## config.mk

```make
export PLATFORM = sky130hd
export DESIGN_NAME = multi_pwm_flat
export DESIGN_NICKNAME = d
export VERILOG_FILES = /design/src/rtl/pwm_if.sv /design/src/rtl/multi_pwm.sv /design/src/flat_wrapper.sv
export SDC_FILE = /design/constraint.sdc
export NUM_CORES = 1
export LEC_CHECK = 0
export BUFFER_PORTS_ARGS = -buffer_cell sky130_fd_sc_hd__buf_2
export CELL_PAD_IN_SITES_DETAIL_PLACEMENT = 1
export CELL_PAD_IN_SITES_GLOBAL_PLACEMENT = 1
export CORE_MARGIN = 2
export CORE_UTILIZATION = 47
export CTS_CLUSTER_SIZE = 30
export DETAILED_ROUTE_END_ITERATION = 6
export PLACE_DENSITY_LB_ADDON = 0.1
export SYNTH_ARGS = -nofsm -noshare
export SYNTH_HDL_FRONTEND = slang
export SYNTH_SLANG_ARGS = --single-unit
```

## constraint.sdc

```tcl
create_clock -name clk -period 2.9 [get_ports clk]
set_clock_uncertainty 0.2 [all_clocks]
set_input_delay 0.58 -clock clk [delete_from_list [all_inputs] [get_ports clk]]
set_output_delay 0.58 -clock clk [all_outputs]
set_load 0.05 [all_outputs]
```

## src/rtl/pwm_if.sv

```systemverilog
// Control/status bundle for multi_pwm: run controls and duty loading in, PWM and counter status out.
interface pwm_if #(
  parameter int WIDTH    = 8,
  parameter int CHANNELS = 3,
  parameter int PRESC_W  = 8
);
  logic                      en;
  logic                      mode;
  logic [PRESC_W-1:0]        prescale;
  logic [CHANNELS*WIDTH-1:0] duty_in;
  logic                      duty_wr;
  logic [CHANNELS-1:0]       pwm_out;
  logic                      period_start;
  logic [WIDTH-1:0]          cnt;
  logic                      dir;

  modport master (
    output en, mode, prescale, duty_in, duty_wr,
    input  pwm_out, period_start, cnt, dir
  );

  modport slave (
    input  en, mode, prescale, duty_in, duty_wr,
    output pwm_out, period_start, cnt, dir
  );
endinterface

```

## src/rtl/multi_pwm.sv

```systemverilog
// Multi-channel PWM with shared prescaled counter (sawtooth or triangle) and
// double-buffered duties that only change at period boundaries.
module multi_pwm #(
  parameter int WIDTH    = 8,
  parameter int CHANNELS = 3,
  parameter int PRESC_W  = 8
) (
  input  logic  clk,
  input  logic  rst,
  pwm_if.slave  bus
);
  localparam logic [WIDTH-1:0] MAX = '1;

  typedef enum logic {UP = 1'b0, DOWN = 1'b1} state_t;

  state_t                    state_reg, state_next;
  logic [PRESC_W-1:0]        presc_reg;
  logic [WIDTH-1:0]          cnt_reg, cnt_next;
  logic                      mode_reg;
  logic                      first_reg;
  logic                      period_start_reg;
  logic                      tick;
  logic                      boundary;
  logic [CHANNELS*WIDTH-1:0] shadow_reg;
  logic [CHANNELS*WIDTH-1:0] active_reg;
  logic [CHANNELS-1:0]       pwm_reg;

  // >= rather than == so a prescale lowered below the running count ticks at once.
  assign tick = bus.en && (presc_reg >= bus.prescale);

  always_ff @(posedge clk or posedge rst) begin
    if (rst)
      state_reg <= UP;
    else if (!bus.en)
      state_reg <= UP;
    else
      state_reg <= state_next;
  end

  always_comb begin
    state_next = state_reg;
    cnt_next   = cnt_reg;
    boundary   = 1'b0;
    if (tick) begin
      if (first_reg) begin
        boundary   = 1'b1;
        cnt_next   = '0;
        state_next = UP;
      end else if (!mode_reg) begin
        cnt_next   = cnt_reg + 1'b1;
        state_next = UP;
        boundary   = (cnt_reg == MAX);
      end else begin
        case (state_reg)
          UP: begin
            if (cnt_reg >= MAX - 1'b1) begin
              cnt_next   = MAX;
              state_next = DOWN;
            end else begin
              cnt_next = cnt_reg + 1'b1;
            end
          end
          DOWN: begin
            if (cnt_reg <= 1) begin
              cnt_next   = '0;
              state_next = UP;
              boundary   = 1'b1;
            end else begin
              cnt_next = cnt_reg - 1'b1;
            end
          end
          default: state_next = UP;
        endcase
      end
    end
  end

  // first_reg makes the first tick after enable/reset act as a period boundary.
  always_ff @(posedge clk or posedge rst) begin
    if (rst) begin
      presc_reg        <= '0;
      cnt_reg          <= '0;
      mode_reg         <= 1'b0;
      first_reg        <= 1'b1;
      period_start_reg <= 1'b0;
      shadow_reg       <= '0;
    end else begin
      if (bus.duty_wr)
        shadow_reg <= bus.duty_in;
      if (!bus.en) begin
        presc_reg        <= '0;
        cnt_reg          <= '0;
        first_reg        <= 1'b1;
        period_start_reg <= 1'b0;
      end else begin
        presc_reg        <= tick ? '0 : presc_reg + 1'b1;
        cnt_reg          <= cnt_next;
        period_start_reg <= boundary;
        if (boundary) begin
          first_reg <= 1'b0;
          mode_reg  <= bus.mode;
        end
      end
    end
  end

  for (genvar gi = 0; gi < CHANNELS; gi++) begin : g_chan
    // A write landing on the boundary bypasses the shadow so it is not lost for a period.
    always_ff @(posedge clk or posedge rst) begin
      if (rst)
        active_reg[gi*WIDTH +: WIDTH] <= '0;
      else if (boundary)
        active_reg[gi*WIDTH +: WIDTH] <= bus.duty_wr ? bus.duty_in[gi*WIDTH +: WIDTH]
                                                     : shadow_reg[gi*WIDTH +: WIDTH];
    end

    always_ff @(posedge clk or posedge rst) begin
      if (rst)
        pwm_reg[gi] <= 1'b0;
      else if (!bus.en)
        pwm_reg[gi] <= 1'b0;
      else
        pwm_reg[gi] <= (cnt_reg < active_reg[gi*WIDTH +: WIDTH]);
    end
  end

  assign bus.pwm_out      = pwm_reg;
  assign bus.period_start = period_start_reg;
  assign bus.cnt          = cnt_reg;
  assign bus.dir          = (state_reg == DOWN);
endmodule

```

## src/flat_wrapper.sv

```systemverilog
// flat-port wrapper written by rule: the top's interface ports become plain ports
module multi_pwm_flat 
#(
  parameter int WIDTH    = 8,
  parameter int CHANNELS = 3,
  parameter int PRESC_W  = 8
)
  (clk, rst, bus_en, bus_mode, bus_prescale, bus_duty_in, bus_duty_wr, bus_pwm_out, bus_period_start, bus_cnt, bus_dir);
  pwm_if #(.WIDTH(WIDTH), .CHANNELS(CHANNELS), .PRESC_W(PRESC_W)) bus_i ();
  input  logic clk;
  input  logic rst;
  input wire logic [$bits(bus_i.en)-1:0] bus_en;
  input wire logic [$bits(bus_i.mode)-1:0] bus_mode;
  input wire logic [$bits(bus_i.prescale)-1:0] bus_prescale;
  input wire logic [$bits(bus_i.duty_in)-1:0] bus_duty_in;
  input wire logic [$bits(bus_i.duty_wr)-1:0] bus_duty_wr;
  output wire logic [$bits(bus_i.pwm_out)-1:0] bus_pwm_out;
  output wire logic [$bits(bus_i.period_start)-1:0] bus_period_start;
  output wire logic [$bits(bus_i.cnt)-1:0] bus_cnt;
  output wire logic [$bits(bus_i.dir)-1:0] bus_dir;
  assign bus_i.en = bus_en;
  assign bus_i.mode = bus_mode;
  assign bus_i.prescale = bus_prescale;
  assign bus_i.duty_in = bus_duty_in;
  assign bus_i.duty_wr = bus_duty_wr;
  assign bus_pwm_out = bus_i.pwm_out;
  assign bus_period_start = bus_i.period_start;
  assign bus_cnt = bus_i.cnt;
  assign bus_dir = bus_i.dir;
  multi_pwm #(.WIDTH(WIDTH), .CHANNELS(CHANNELS), .PRESC_W(PRESC_W)) u_core (.clk(clk), .rst(rst), .bus(bus_i));
endmodule
```

==> flow_summary.toml, run 1 <==
[layout]
final_area_mm2 = 0.00464
n_antenna_cell = 0
drive_above_1_share_pct = 34.6
syn_to_final_growth_pct = 15.4
fillerInstances = 915
layout_commonest_cell = "dfrtp_1"
nNetsFinal = 482
mostFrequentLayoutCells = "dfrtp_1, buf_2, inv_1"

[pwr]
pwr-share-comb_pct = 17.3
switching_share_pct = 26.7
ir_drop_uv = 358
internal_power_mw = 1.86
p_per_area_mw_per_mm2 = 548
p_seq_share_pct = 46.5
leakage_nw = 2.19
p_clk_share_pct = 36.3
power.switching_mw = 0.678

[worst_setup_path]
rr_worst_depth = 7
required_ps = 2930
crit_type = "flop to flop"
cp.arrival_ps = 2530
worstPathMaxFanout = 26
cp-start-kind = "flop"
end_kind = "flop"

[status]
status = "finished, final reports clean"

[floorplanning]
start_util_pct = 48.6
dieArea_mm2 = 0.00930
die_h_um = 96.4
rows = 33
die_x_um = 96.4
ioPinCount = 50
core_area_mm2 = 0.00826

[grt]
met3_usage_pct = 4.97
antenna_found_initial = 0
grt-busiest-layer = "met2"
grt_pass1_vias = 3031
grt_pass1_wl_mm = 15.2
grt_max_degree = 38
use_met2_pct = 36.8
grt_remaining_overflow = 0
grt_use_met1_pct = 27.7
track_usage_pct = 21.7

[clocking]
hold_buffers = 0
cts-root-buf = "clkbuf_8"
h-tree-depth = 3
clk_pin_slew_ps = 80
cts_made_buffers = 9
cts_resized = 0
cts_tree = "done"
clock_latency_ps = 340
cts_sinks = 71
post_cts_buffers = 0
cts_buffer_depth = 2

[logic_synthesis]
synth_edf_count = 0
async_flop_share_pct = 100
synth_seq_cells = 71
synth_top_flop_cell = "dfrtp_1"
ys_warn_count = 0
synth_cell_types = 53
synth_area_per_cell_um2 = 11.6
syn-cell-area_mm2 = 0.00402
ys_seq_area_share_pct = 44.3
synth_cells = 347
syn_nets = 418

[sta]
rsz0062_at_grt = "false"
finalHoldViolations = 0
worst_slack_ps = 391
fin_crit_ps = 2510
relSlewSlack_pct = 56.9
setup_viol = 0
slew_violations = 0
fmax_mhz = 399
tns_ps = 0
finalCritPeriodShare_pct = 86.5
worst_pin_slew_ps = 642

[placement]
port_buffers = 49
dpl_cell_area_mm2 = 0.00440
dp_hpwl_mm = 6.52
place_congestion = 0.810
place_ws_ps = 148

[route]
drc = 0
avgRoutedWirePerCell_um = 17.5
num_vias = 2846
antenna_left = 0
vias_per_cell = 5.46
wirelength_mm = 9.11
first_pass_iters = 4
drt_iter0_markers = 85

[min_path]
hp-class = "primary input to asynchronous set/reset pin"

[run]
drv_cap = 0
-- cells by family (layout without fill, tap and decap cells) --
logic type               Yosys count  after routing  synth area share [%]
AO/OA/AOI/OAI                     60             60                  10.9
XOR/XNOR                           6              6                  1.31
adder cells (fa/ha/maj)           34             34                  10.6
buffers and inverters             52            121                  6.73
flip-flops                        71             71                  44.3
multiplexers                      49             49                  15.5
AND/OR/NAND/NOR                   75             75                  10.7
-- routing by layer --
layer	up-vias	share of wire [%]
met5	-	0
li1	1349	-
met2	59	49
met4	0	1.5
met3	14	4.1
met1	1424	45
-- synthesized netlist by cell type, types with 3 or more instances --
cell | n | area share [%]
a32o_1 | 3 | 0.75
a31oi_1 | 4 | 0.62
dfrtp_1 | 70 | 44
mux2_4 | 19 | 7.1
inv_1 | 41 | 3.8
nor3_1 | 4 | 0.50
ha_1 | 34 | 11
o21ai_0 | 15 | 1.9
xor2_1 | 4 | 0.87
nand3_1 | 9 | 1.1
nor2_1 | 21 | 2.0
a21boi_0 | 6 | 1.1
and3_1 | 5 | 0.78
buf_6 | 5 | 1.4
nand2_1 | 14 | 1.3
mux2_2 | 30 | 8.4
a21oi_1 | 11 | 1.4
-- cell type report --
class	instances	area, µm²	area share (%)
Sequential cell	71	1780	38.4
Clock inverter	4	77.6	1.67
Tap cell	105	131	2.83
Multi-Input combinational cell	224	1970	42.5
Inverter	41	154	3.32
Clock buffer	12	155	3.35
Timing Repair Buffer	64	370	7.99
-- worst paths after layout --
path / startpoint / endpoint / slack [ps]
setup reg to reg: u_core.bus.cnt[0] / u_core.active_reg[0] / 390
min in group clk: bus_mode / u_core.mode_reg / 280
max in group asynchronous: rst / u_core.first_reg / 1750
setup / recovery: u_core.bus.cnt[0] / u_core.active_reg[0] / 390
hold / removal: rst / u_core.shadow_reg[9] / 90
hold reg to reg: u_core.shadow_reg[17] / u_core.shadow_reg[17] / 300
-- critical path: stages, from the launching register on --
cell,delay (ps)
dfrtp_2,370
buf_4,190
ha_1,300
nand4b_1,130
nor2_1,200
o21ai_4,110
nor2_8,480
mux2_2,400
-- per-stage QoR --
stage	total power, mW	std cells	utilization [%]	hold WS (ps)
2_1_floorplan	1.51	347	-	259
3_3_place_gp	1.61	505	53.3	279
3_5_place_dp	1.64	505	53.3	290
4_1_cts	2.57	521	56.1	98.5
5_1_grt	2.67	521	56.1	123
6_report	2.54	521	56.1	85.8
-- power groups by stage --
| stage | clock (mW) | sequential [mW] | combinational [mW] |
|---|---|---|---|
| 2_1_floorplan | 0 | 1.23 | 0.278 |
| 3_3_place_gp | 0 | 1.19 | 0.422 |
| 3_5_place_dp | 0 | 1.20 | 0.443 |
| 4_1_cts | 0.938 | 1.18 | 0.449 |
| 5_1_grt | 0.981 | 1.19 | 0.496 |
| 6_report | 0.921 | 1.18 | 0.438 |
No activity file was read; power rests on OpenSTA's default activity.
==> run 2, diff against run 1 <==
--- a/config.mk
+++ b/config.mk
@@ -13,6 +13,7 @@
 export CTS_CLUSTER_SIZE = 30
 export DETAILED_ROUTE_END_ITERATION = 6
 export PLACE_DENSITY_LB_ADDON = 0.1
+export REMOVE_ABC_BUFFERS = 1
 export SYNTH_ARGS = -nofsm -noshare
 export SYNTH_HDL_FRONTEND = slang
 export SYNTH_SLANG_ARGS = --single-unit
==> flow_summary.toml, run 2 (synthesis results as in run 1) <==
[route]
wirelength_mm = 8.76
vias_per_cell = 5.47
first_pass_iters = 4
drc = 0
num_vias = 2829
avgRoutedWirePerCell_um = 16.9
antenna_left = 0
drt_iter0_markers = 99

[layout]
nNetsFinal = 478
final_area_mm2 = 0.00462
fillerInstances = 898
mostFrequentLayoutCells = "dfrtp_1, buf_2, inv_1"
layout_commonest_cell = "dfrtp_1"
fin_util_pct = 55.9
syn_to_final_growth_pct = 15.0
n_antenna_cell = 0
drive_above_1_share_pct = 33.7

[worst_setup_path]
crit_type = "flop to flop"
rr_worst_depth = 7
worstPathMaxFanout = 26
required_ps = 2930
r2r_setup_slack_ps = 300
end_kind = "flop"
regToRegEndpoint = "u_core.active_reg[16]"
r2r_start = "u_core.presc_reg[0]"
cp.arrival_ps = 2640
cp-start-kind = "flop"

[clocking]
cts_resized = 0
cts_tree = "done"
hold_buffers = 0
h-tree-depth = 3
cts_made_buffers = 9
cts_sinks = 71
clock_latency_ps = 360
cts_buffer_depth = 2
clk_pin_slew_ps = 80
post_cts_buffers = 0
cts-root-buf = "clkbuf_8"

[sta]
finalHoldViolations = 0
fin_crit_ps = 2600
holdWs_ps = 82.0
fmax_mhz = 384
relSlewSlack_pct = 56.4
slew_violations = 0
rsz0062_at_grt = "false"
finalCritPeriodShare_pct = 89.8
worst_pin_slew_ps = 649
tns_ps = 0
setup_viol = 0

[floorplanning]
die_x_um = 96.4
ioPinCount = 50
die_h_um = 96.4
dieArea_mm2 = 0.00930
rows = 33
core_area_mm2 = 0.00826
start_util_pct = 48.6

[grt]
antenna_found_initial = 0
grt_pass1_vias = 2917
track_usage_pct = 21.0
grt_pass1_wl_mm = 14.5
grt_remaining_overflow = 0
grt_max_degree = 46

[pwr]
p_per_area_mw_per_mm2 = 563
leakage_nw = 2.18
ir_drop_uv = 302

[min_path]
hp-class = "primary input to asynchronous set/reset pin"

[placement]
place_congestion = 0.865
port_buffers = 49
dp_hpwl_mm = 6.46
dpl_cell_area_mm2 = 0.00437

[status]
status = "finished, final reports clean"

[run]
drv_cap = 0
==> run 2: cell count changes in the layout (fill, tap and decap cells not counted), sizes merged <==
cell | before | now
clkbuf | 12 | 11
inv | 41 | 42
buf | 64 | 60
clkinv | 2 | 1
bufinv | 2 | 3
==> run 2: worst max-delay path by stage <==
| stage | start | end | slack (ps) | cells past startpoint |
|---|---|---|---|---|
| 5_1_grt | u_core.presc_reg[0] | u_core.active_reg[16] | 190 | 7 |
| 6_report | u_core.presc_reg[0] | u_core.active_reg[16] | 300 | 7 |
| 3_3_place_gp | bus_prescale[0] | u_core.active_reg[10] | 150 | 7 |
| 3_5_place_dp | bus_prescale[0] | u_core.active_reg[5] | 70 | 7 |
| 4_1_cts | u_core.presc_reg[0] | u_core.active_reg[16] | 270 | 7 |
| 2_1_floorplan | u_core.bus.cnt[0] | u_core.bus.cnt[6] | 10 | 6 |
==> run 2: per-layer routing <==
metal	GRT usage (%)	routed length [µm]
met3	3.72	273
met4	7.75	127
met2	36.1	4340
met1	26.7	4020
met5	0	0
==> run 2: report_power, final <==
part	switching, mW	internal [mW]	total, mW
logic	0.228	0.212	0.440
registers	0.0643	1.11	1.18
clock network	0.386	0.597	0.983
total	0.678	1.92	2.60
==> run 2: worst max-delay path: stages (launching register included) <==
cell      delay [ps]
dfrtp_1          430
inv_1             70
ha_1             260
nand2b_1         150
a2111o_1         450
a21oi_4          370
nor2_8           210
mux2_4           340
==> run 2: through the flow <==
step	total power, mW	std cells	setup WS (ps)
after CTS	2.64	517	273
after global placement	1.61	501	152
final	2.60	517	296
after global routing	2.73	517	190
after detailed placement	1.65	501	68.8
after floorplan	1.50	336	12.7
==> run 2: area by class of cell <==
cell class | count | area, µm² | area share (%)
tap | 105 | 131 | 2.85
clock buffer | 11 | 141 | 3.06
sequential | 71 | 1780 | 38.5
clock inverter | 5 | 104 | 2.25
timing repair buffer | 60 | 340 | 7.37
multi-input combinational | 224 | 1970 | 42.6
inverter | 41 | 154 | 3.33
